===== src/rtl/vfma_sequencer_if.sv =====
// Bundle of command, VRF read/write and multiply-add signals around the
// vector FMA element sequencer. The master view belongs to the sequencer,
// the slave view to its surroundings (command source, VRF, MAC unit).
interface vfma_sequencer_if #(
  parameter int vdw_p   = 32,
  parameter int els_p   = 16,
  parameter int nregs_p = 8
);
  localparam int elw = $clog2(els_p);
  localparam int rw  = $clog2(nregs_p);
  localparam int vlw = $clog2(els_p + 1);

  // Command handshake
  logic             v_i;
  logic             ready_o;
  logic [vlw-1:0]   vl_i;
  logic [rw-1:0]    rs0_i;
  logic [rw-1:0]    rs1_i;
  logic [rw-1:0]    rs2_i;
  logic [rw-1:0]    rd_i;

  // VRF read port
  logic             rf_r_v_o;
  logic [elw-1:0]   rf_r_el_o;
  logic [rw-1:0]    rf_r_reg0_o;
  logic [rw-1:0]    rf_r_reg1_o;
  logic [rw-1:0]    rf_r_reg2_o;
  logic [vdw_p-1:0] rf_r0_data_i;
  logic [vdw_p-1:0] rf_r1_data_i;
  logic [vdw_p-1:0] rf_r2_data_i;

  // Multiply-add unit operands and result
  logic [vdw_p-1:0] mac_r0_o;
  logic [vdw_p-1:0] mac_r1_o;
  logic [vdw_p-1:0] mac_r2_o;
  logic [vdw_p-1:0] mac_result_i;

  // VRF write port and completion
  logic             rf_w_v_o;
  logic [rw-1:0]    rf_w_reg_o;
  logic [elw-1:0]   rf_w_el_o;
  logic [vdw_p-1:0] rf_w_data_o;
  logic             done_o;

  modport master (
    input  v_i, vl_i, rs0_i, rs1_i, rs2_i, rd_i,
    input  rf_r0_data_i, rf_r1_data_i, rf_r2_data_i, mac_result_i,
    output ready_o, rf_r_v_o, rf_r_el_o, rf_r_reg0_o, rf_r_reg1_o, rf_r_reg2_o,
    output mac_r0_o, mac_r1_o, mac_r2_o,
    output rf_w_v_o, rf_w_reg_o, rf_w_el_o, rf_w_data_o, done_o
  );

  modport slave (
    output v_i, vl_i, rs0_i, rs1_i, rs2_i, rd_i,
    output rf_r0_data_i, rf_r1_data_i, rf_r2_data_i, mac_result_i,
    input  ready_o, rf_r_v_o, rf_r_el_o, rf_r_reg0_o, rf_r_reg1_o, rf_r_reg2_o,
    input  mac_r0_o, mac_r1_o, mac_r2_o,
    input  rf_w_v_o, rf_w_reg_o, rf_w_el_o, rf_w_data_o, done_o
  );
endinterface


===== src/rtl/vfma_sequencer.sv =====
// Element sequencer for R0*R1 + R2 -> R3. Streams one element per cycle
// through read, read-response, execute and writeback with no stalls.
// The read-response bit marks the cycle in which VRF data is valid.
module vfma_sequencer #(
  parameter int vdw_p   = 32,
  parameter int els_p   = 16,
  parameter int nregs_p = 8
) (
  input logic           clk_i,
  input logic           reset_i,
  vfma_sequencer_if.master bus
);
  localparam int elw = $clog2(els_p);
  localparam int rw  = $clog2(nregs_p);
  localparam int vlw = $clog2(els_p + 1);

  typedef enum logic [1:0] {IDLE, ISSUE, DRAIN} state_e;

  state_e           state_q, state_n;

  logic [vlw-1:0]   cmd_vl_q;
  logic [rw-1:0]    rs0_q, rs1_q, rs2_q, rd_q;
  logic [elw-1:0]   el_cnt_q;

  logic             v_r_q, r_last_q;
  logic [elw-1:0]   r_el_q;

  logic             v_x_q, x_last_q;
  logic [elw-1:0]   x_el_q;
  logic [vdw_p-1:0] mac_r0_q, mac_r1_q, mac_r2_q;

  logic             v_w_q, w_last_q;
  logic [elw-1:0]   w_el_q;
  logic [vdw_p-1:0] w_data_q;

  logic [vlw-1:0]   vl_clamped;
  logic             accept;
  logic             issue;
  logic             last_read;

  assign vl_clamped = (bus.vl_i > vlw'(els_p)) ? vlw'(els_p) : bus.vl_i;
  assign accept     = bus.v_i && (state_q == IDLE);
  assign issue      = (state_q == ISSUE);
  assign last_read  = issue && (vlw'(el_cnt_q) == (cmd_vl_q - vlw'(1)));

  // State register
  always_ff @(posedge clk_i or posedge reset_i) begin
    if (reset_i) state_q <= IDLE;
    else         state_q <= state_n;
  end

  // Next state: drain leaves once nothing is left ahead of writeback
  always_comb begin
    state_n = state_q;
    case (state_q)
      IDLE:    if (accept) state_n = (vl_clamped == '0) ? DRAIN : ISSUE;
      ISSUE:   if (last_read) state_n = DRAIN;
      DRAIN:   if (!v_r_q && !v_x_q) state_n = IDLE;
      default: state_n = IDLE;
    endcase
  end

  // Command capture and element counter
  always_ff @(posedge clk_i or posedge reset_i) begin
    if (reset_i) begin
      cmd_vl_q <= '0;
      rs0_q    <= '0;
      rs1_q    <= '0;
      rs2_q    <= '0;
      rd_q     <= '0;
      el_cnt_q <= '0;
    end else if (accept) begin
      cmd_vl_q <= vl_clamped;
      rs0_q    <= bus.rs0_i;
      rs1_q    <= bus.rs1_i;
      rs2_q    <= bus.rs2_i;
      rd_q     <= bus.rd_i;
      el_cnt_q <= '0;
    end else if (issue) begin
      el_cnt_q <= el_cnt_q + elw'(1);
    end
  end

  // Read-response stage: tags the cycle when VRF data arrives
  always_ff @(posedge clk_i or posedge reset_i) begin
    if (reset_i) begin
      v_r_q    <= 1'b0;
      r_el_q   <= '0;
      r_last_q <= 1'b0;
    end else begin
      v_r_q    <= issue;
      r_el_q   <= el_cnt_q;
      r_last_q <= last_read;
    end
  end

  // Execute stage: register operands for the multiply-add unit
  always_ff @(posedge clk_i or posedge reset_i) begin
    if (reset_i) begin
      v_x_q    <= 1'b0;
      x_el_q   <= '0;
      x_last_q <= 1'b0;
      mac_r0_q <= '0;
      mac_r1_q <= '0;
      mac_r2_q <= '0;
    end else begin
      v_x_q <= v_r_q;
      if (v_r_q) begin
        x_el_q   <= r_el_q;
        x_last_q <= r_last_q;
        mac_r0_q <= bus.rf_r0_data_i;
        mac_r1_q <= bus.rf_r1_data_i;
        mac_r2_q <= bus.rf_r2_data_i;
      end
    end
  end

  // Writeback stage: capture the multiply-add result
  always_ff @(posedge clk_i or posedge reset_i) begin
    if (reset_i) begin
      v_w_q    <= 1'b0;
      w_el_q   <= '0;
      w_last_q <= 1'b0;
      w_data_q <= '0;
    end else begin
      v_w_q <= v_x_q;
      if (v_x_q) begin
        w_el_q   <= x_el_q;
        w_last_q <= x_last_q;
        w_data_q <= bus.mac_result_i;
      end
    end
  end

  assign bus.ready_o     = (state_q == IDLE);
  assign bus.rf_r_v_o    = issue;
  assign bus.rf_r_el_o   = el_cnt_q;
  assign bus.rf_r_reg0_o = rs0_q;
  assign bus.rf_r_reg1_o = rs1_q;
  assign bus.rf_r_reg2_o = rs2_q;
  assign bus.mac_r0_o    = mac_r0_q;
  assign bus.mac_r1_o    = mac_r1_q;
  assign bus.mac_r2_o    = mac_r2_q;
  assign bus.rf_w_v_o    = v_w_q;
  assign bus.rf_w_reg_o  = rd_q;
  assign bus.rf_w_el_o   = w_el_q;
  assign bus.rf_w_data_o = w_data_q;
  // A zero-length command completes in its single drain cycle
  assign bus.done_o      = (v_w_q && w_last_q) || ((state_q == DRAIN) && (cmd_vl_q == '0));

endmodule


===== src/flat_wrapper.sv =====
// flat-port wrapper written by rule: the top's interface ports become plain ports
module vfma_sequencer_flat 
#(
  parameter int vdw_p   = 32,
  parameter int els_p   = 16,
  parameter int nregs_p = 8
)
  (clk_i, reset_i, bus_v_i, bus_vl_i, bus_rs0_i, bus_rs1_i, bus_rs2_i, bus_rd_i, bus_rf_r0_data_i, bus_rf_r1_data_i, bus_rf_r2_data_i, bus_mac_result_i, bus_ready_o, bus_rf_r_v_o, bus_rf_r_el_o, bus_rf_r_reg0_o, bus_rf_r_reg1_o, bus_rf_r_reg2_o, bus_mac_r0_o, bus_mac_r1_o, bus_mac_r2_o, bus_rf_w_v_o, bus_rf_w_reg_o, bus_rf_w_el_o, bus_rf_w_data_o, bus_done_o);
  vfma_sequencer_if #(.vdw_p(vdw_p), .els_p(els_p), .nregs_p(nregs_p)) bus_i ();
  input logic clk_i;
  input logic reset_i;
  input wire logic [$bits(bus_i.v_i)-1:0] bus_v_i;
  input wire logic [$bits(bus_i.vl_i)-1:0] bus_vl_i;
  input wire logic [$bits(bus_i.rs0_i)-1:0] bus_rs0_i;
  input wire logic [$bits(bus_i.rs1_i)-1:0] bus_rs1_i;
  input wire logic [$bits(bus_i.rs2_i)-1:0] bus_rs2_i;
  input wire logic [$bits(bus_i.rd_i)-1:0] bus_rd_i;
  input wire logic [$bits(bus_i.rf_r0_data_i)-1:0] bus_rf_r0_data_i;
  input wire logic [$bits(bus_i.rf_r1_data_i)-1:0] bus_rf_r1_data_i;
  input wire logic [$bits(bus_i.rf_r2_data_i)-1:0] bus_rf_r2_data_i;
  input wire logic [$bits(bus_i.mac_result_i)-1:0] bus_mac_result_i;
  output wire logic [$bits(bus_i.ready_o)-1:0] bus_ready_o;
  output wire logic [$bits(bus_i.rf_r_v_o)-1:0] bus_rf_r_v_o;
  output wire logic [$bits(bus_i.rf_r_el_o)-1:0] bus_rf_r_el_o;
  output wire logic [$bits(bus_i.rf_r_reg0_o)-1:0] bus_rf_r_reg0_o;
  output wire logic [$bits(bus_i.rf_r_reg1_o)-1:0] bus_rf_r_reg1_o;
  output wire logic [$bits(bus_i.rf_r_reg2_o)-1:0] bus_rf_r_reg2_o;
  output wire logic [$bits(bus_i.mac_r0_o)-1:0] bus_mac_r0_o;
  output wire logic [$bits(bus_i.mac_r1_o)-1:0] bus_mac_r1_o;
  output wire logic [$bits(bus_i.mac_r2_o)-1:0] bus_mac_r2_o;
  output wire logic [$bits(bus_i.rf_w_v_o)-1:0] bus_rf_w_v_o;
  output wire logic [$bits(bus_i.rf_w_reg_o)-1:0] bus_rf_w_reg_o;
  output wire logic [$bits(bus_i.rf_w_el_o)-1:0] bus_rf_w_el_o;
  output wire logic [$bits(bus_i.rf_w_data_o)-1:0] bus_rf_w_data_o;
  output wire logic [$bits(bus_i.done_o)-1:0] bus_done_o;
  assign bus_i.v_i = bus_v_i;
  assign bus_i.vl_i = bus_vl_i;
  assign bus_i.rs0_i = bus_rs0_i;
  assign bus_i.rs1_i = bus_rs1_i;
  assign bus_i.rs2_i = bus_rs2_i;
  assign bus_i.rd_i = bus_rd_i;
  assign bus_i.rf_r0_data_i = bus_rf_r0_data_i;
  assign bus_i.rf_r1_data_i = bus_rf_r1_data_i;
  assign bus_i.rf_r2_data_i = bus_rf_r2_data_i;
  assign bus_i.mac_result_i = bus_mac_result_i;
  assign bus_ready_o = bus_i.ready_o;
  assign bus_rf_r_v_o = bus_i.rf_r_v_o;
  assign bus_rf_r_el_o = bus_i.rf_r_el_o;
  assign bus_rf_r_reg0_o = bus_i.rf_r_reg0_o;
  assign bus_rf_r_reg1_o = bus_i.rf_r_reg1_o;
  assign bus_rf_r_reg2_o = bus_i.rf_r_reg2_o;
  assign bus_mac_r0_o = bus_i.mac_r0_o;
  assign bus_mac_r1_o = bus_i.mac_r1_o;
  assign bus_mac_r2_o = bus_i.mac_r2_o;
  assign bus_rf_w_v_o = bus_i.rf_w_v_o;
  assign bus_rf_w_reg_o = bus_i.rf_w_reg_o;
  assign bus_rf_w_el_o = bus_i.rf_w_el_o;
  assign bus_rf_w_data_o = bus_i.rf_w_data_o;
  assign bus_done_o = bus_i.done_o;
  vfma_sequencer #(.vdw_p(vdw_p), .els_p(els_p), .nregs_p(nregs_p)) u_core (.clk_i(clk_i), .reset_i(reset_i), .bus(bus_i));
endmodule

===== config.mk =====
export PLATFORM = sky130hd
export DESIGN_NAME = vfma_sequencer_flat
export DESIGN_NICKNAME = d
export VERILOG_FILES = /design/src/rtl/vfma_sequencer_if.sv /design/src/rtl/vfma_sequencer.sv /design/src/flat_wrapper.sv
export SDC_FILE = /design/constraint.sdc
export NUM_CORES = 1
export LEC_CHECK = 0
export CORE_ASPECT_RATIO = 1.4
export CORE_MARGIN = 2
export CORE_UTILIZATION = 42
export CTS_BUF_LIST = sky130_fd_sc_hd__clkbuf_4 sky130_fd_sc_hd__clkbuf_8
export DETAILED_ROUTE_END_ITERATION = 6
export PLACE_DENSITY = 0.85
export SYNTH_ARGS = -nofsm -noshare
export SYNTH_HDL_FRONTEND = slang
export SYNTH_SLANG_ARGS = --single-unit
export TNS_END_PERCENT = 100

===== constraint.sdc =====
create_clock -name clk_i -period 7.2 [get_ports clk_i]
set_input_delay 0.72 -clock clk_i [delete_from_list [all_inputs] [get_ports clk_i]]
set_output_delay 0.72 -clock clk_i [all_outputs]
set_load 0.05 [all_outputs]

==> metrics.txt <==
first-pass GRT wire length 24900 um; Slew Limit Headroom 25.6%; Place WS 4.11 ns; vias in the first global route 4734; crit path kind reg -> out; Tmin final 3.50 ns; Ant. Diodes 0; flops & latches, synth 169; Detail Route Antenna Nets 0; router iterations before antenna repair 4; Hold Path Origin u_core.r_el_q[3]$_DFF_PP0_; register area share after synthesis 66.1%; Clock Path Buffers 2; DR vias/cell 4.90; syn nets 546; layout cells sized above 1 27.0%; max-cap check violation count 0; die height 150 um; core region area 0.0150 sq mm; final-report setup violation count 0; # clock sinks 169; syn avg cell area 16.2 sq um; Worst IR Drop VDD 0.351 mV; number of synthesis warnings 0; final net count 850; post_cts resized 0; CTS hold repair buffers 0; Setup WS post-layout 3.70 ns; initial core utilization 42.7%; Worst-path clk slew 0.09 ns; Final Max Slew Viols 0; Final Cell Area 0.0100 sq mm; Synth Instances 396; count of different cell masters after synthesis 31; Final Hold Fails 0; Area Overhead vs Synth 56.6%; Tot GR Track Use 20.3%; Slew @ Worst Pin 1.12 ns; clk_skew 0.0131 ns; IO Pins 300; gp weighted congestion 0.801; Critical Path Sink Type output pin; Initial DRC Count 120; Req. time, crit path 6.48 ns; Clock Latency Late Sink 0.44 ns; TNS Setup 0 ns; CTS tree built; r2r worst-path depth 2; DR DRC count 0; FF-to-FF Start u_core.v_r_q$_DFF_PP0_; placed cell area 0.00957 sq mm; via count 4434; Die ar. 0.0162 sq mm; initial antenna violation count 0; Final Util 66.8%; fill count 1082; Rows 53; Max H-tree Level 4; Post-CTS Setup Inserts 0; Worst Setup SP u_core.cmd_vl_q[0]$_DFFE_PP0P_; crit path DAT 2.78 ns; RSZ-0062 raised after global routing no; HPWL after DPL 12500 um; hold path depth 1; grt total ovfl 0; Hold Worst Slack 0.476 ns; DIE WIDTH 108 um; Worst Hold Class reg -> reg; outcome finished clean; clk root buf clkbuf_8; startpoint types register; DR WL/cell 18.5 um; mapped cell area 0.00640 sq mm; power per cell area 501 mW/mm^2; Leak 4.17 nW; largest net degree at the start of global routing 90; Final period util 48.7%; Routed WL 16700 um; Fmax achieved 285 MHz; Num CTS Buffers 17; Max FO, Critical Path 4; IO Port Bufs 299
-- through the flow --
stage	power (W)	std cells
after global routing	0.00523	904
after detailed placement	0.00430	873
after CTS	0.00506	904
after floorplan	0.00336	396
final	0.00502	904
after global placement	0.00423	873
-- path summary, 6_finish.rpt --
check / endpoint / slack (ns)
max reg2reg: u_core.bus.mac_r2_o[13]$_DFFE_PP0P_ / 5.05
min in group asynchronous: u_core.bus.mac_r2_o[22]$_DFFE_PP0P_ / 0.78
min: u_core.x_el_q[3]$_DFFE_PP0P_ / 0.48
min reg2reg: u_core.x_el_q[3]$_DFFE_PP0P_ / 0.48
max in group asynchronous: u_core.v_r_q$_DFF_PP0_ / 4.70
max: bus_done_o / 3.70
-- flip-flops by register name, summed over array words and instances, names as in the netlist --
register / flops
u_core.bus.mac_r0_o: 32
u_core.bus.mac_r1_o: 32
u_core.bus.mac_r2_o: 32
u_core.bus.rf_r_el_o: 4
u_core.bus.rf_r_reg0_o: 3
u_core.bus.rf_r_reg1_o: 3
u_core.bus.rf_r_reg2_o: 3
u_core.bus.rf_w_data_o: 32
u_core.bus.rf_w_el_o: 4
u_core.bus.rf_w_reg_o: 3
u_core.bus.rf_w_v_o: 1
u_core.cmd_vl_q: 5
u_core.r_el_q: 4
u_core.r_last_q: 1
u_core.state_q: 2
u_core.v_r_q: 1
u_core.v_x_q: 1
u_core.w_last_q: 1
u_core.x_el_q: 4
u_core.x_last_q: 1
-- critical path, cell delays in order, from the launching register on --
cell	delay, ns
dfrtp_1	0.42
inv_1	0.08
ha_1	0.22
or3b_1	0.40
o41ai_1	0.31
clkdlybuf4s50_1	0.91
-- layer usage --
| layer | GRT usage (%) | wire length [um] | vias to the layer above |
|---|---|---|---|
| met4 | 9.55 | 630 | 0 |
| met5 | 0 | 0 | - |
| met2 | 36.6 | 9190 | 184 |
| li1 | - | - | 2002 |
| met1 | 21.4 | 5760 | 2202 |
| met3 | 6.10 | 1130 | 46 |
-- layout make-up --
cell class / instances / area, sq um / share of cell area (%)
clock buffer: 19 / 255 / 2.55
timing repair buffer: 302 / 3020 / 30.1
multi-input combinational: 205 / 2060 / 20.6
clock inverter: 12 / 190 / 1.90
inverter: 5 / 23.8 / 0.237
sequential: 169 / 4230 / 42.3
tap: 192 / 240 / 2.40
-- cells in the mapped netlist (all sizes together) --
master | instances | area share, %
a21oi | 1 | 0.078
a2bb2oi | 1 | 0.23
a31oi | 1 | 0.20
a32oi | 1 | 0.14
and2b | 2 | 0.25
buf | 17 | 1.4
dfrtp | 169 | 66
ha | 2 | 0.39
inv | 5 | 0.29
mux2 | 151 | 27
nand2 | 10 | 0.63
nand2b | 4 | 0.39
nand3 | 4 | 0.31
nand3b | 1 | 0.12
nand4 | 1 | 0.20
nor2 | 6 | 0.47
nor3 | 1 | 0.078
o21ai | 7 | 0.55
o2bb2ai | 1 | 0.14
o41ai | 1 | 0.14
or2b | 1 | 0.12
or3b | 1 | 0.14
or4 | 1 | 0.12
xnor2 | 4 | 0.55
xor2 | 3 | 0.41
-- logic make-up after synthesis --
logic type	synth area share, %
adders and majority gates	0.391
AOI/OAI and AO/OA	1.47
DFF	66.1
muxes	26.6
xor gates and xnor gates	0.959
and+or+nand+nor	2.82
buffers and inverters	1.66
-- placed cells by master (no fill, tap or decap), drive strengths merged, types with 2 or more instances in the layout --
cell / count
clkdlybuf4s50: 299
nand2: 10
and2b: 2
mux2: 151
o21ai: 7
buf: 3
dfrtp: 169
bufinv: 4
inv: 9
ha: 2
clkbuf: 19
nand3: 4
nor2: 6
xnor2: 4
clkinvlp: 2
xor2: 3
nand2b: 4
clkinv: 2
-- power by group --
| group | switching (W) | internal [W] | total (W) | leakage [nW] |
|---|---|---|---|---|
| clock network | 0.000351 | 0.000396 | 0.000747 | 0.219 |
| logic | 0.00165 | 0.00103 | 0.00268 | 1.96 |
| registers | 0.000269 | 0.00132 | 0.00159 | 1.99 |
| total | 0.00227 | 0.00275 | 0.00502 | 4.17 |
No activity file was read; power rests on OpenSTA's default activity.
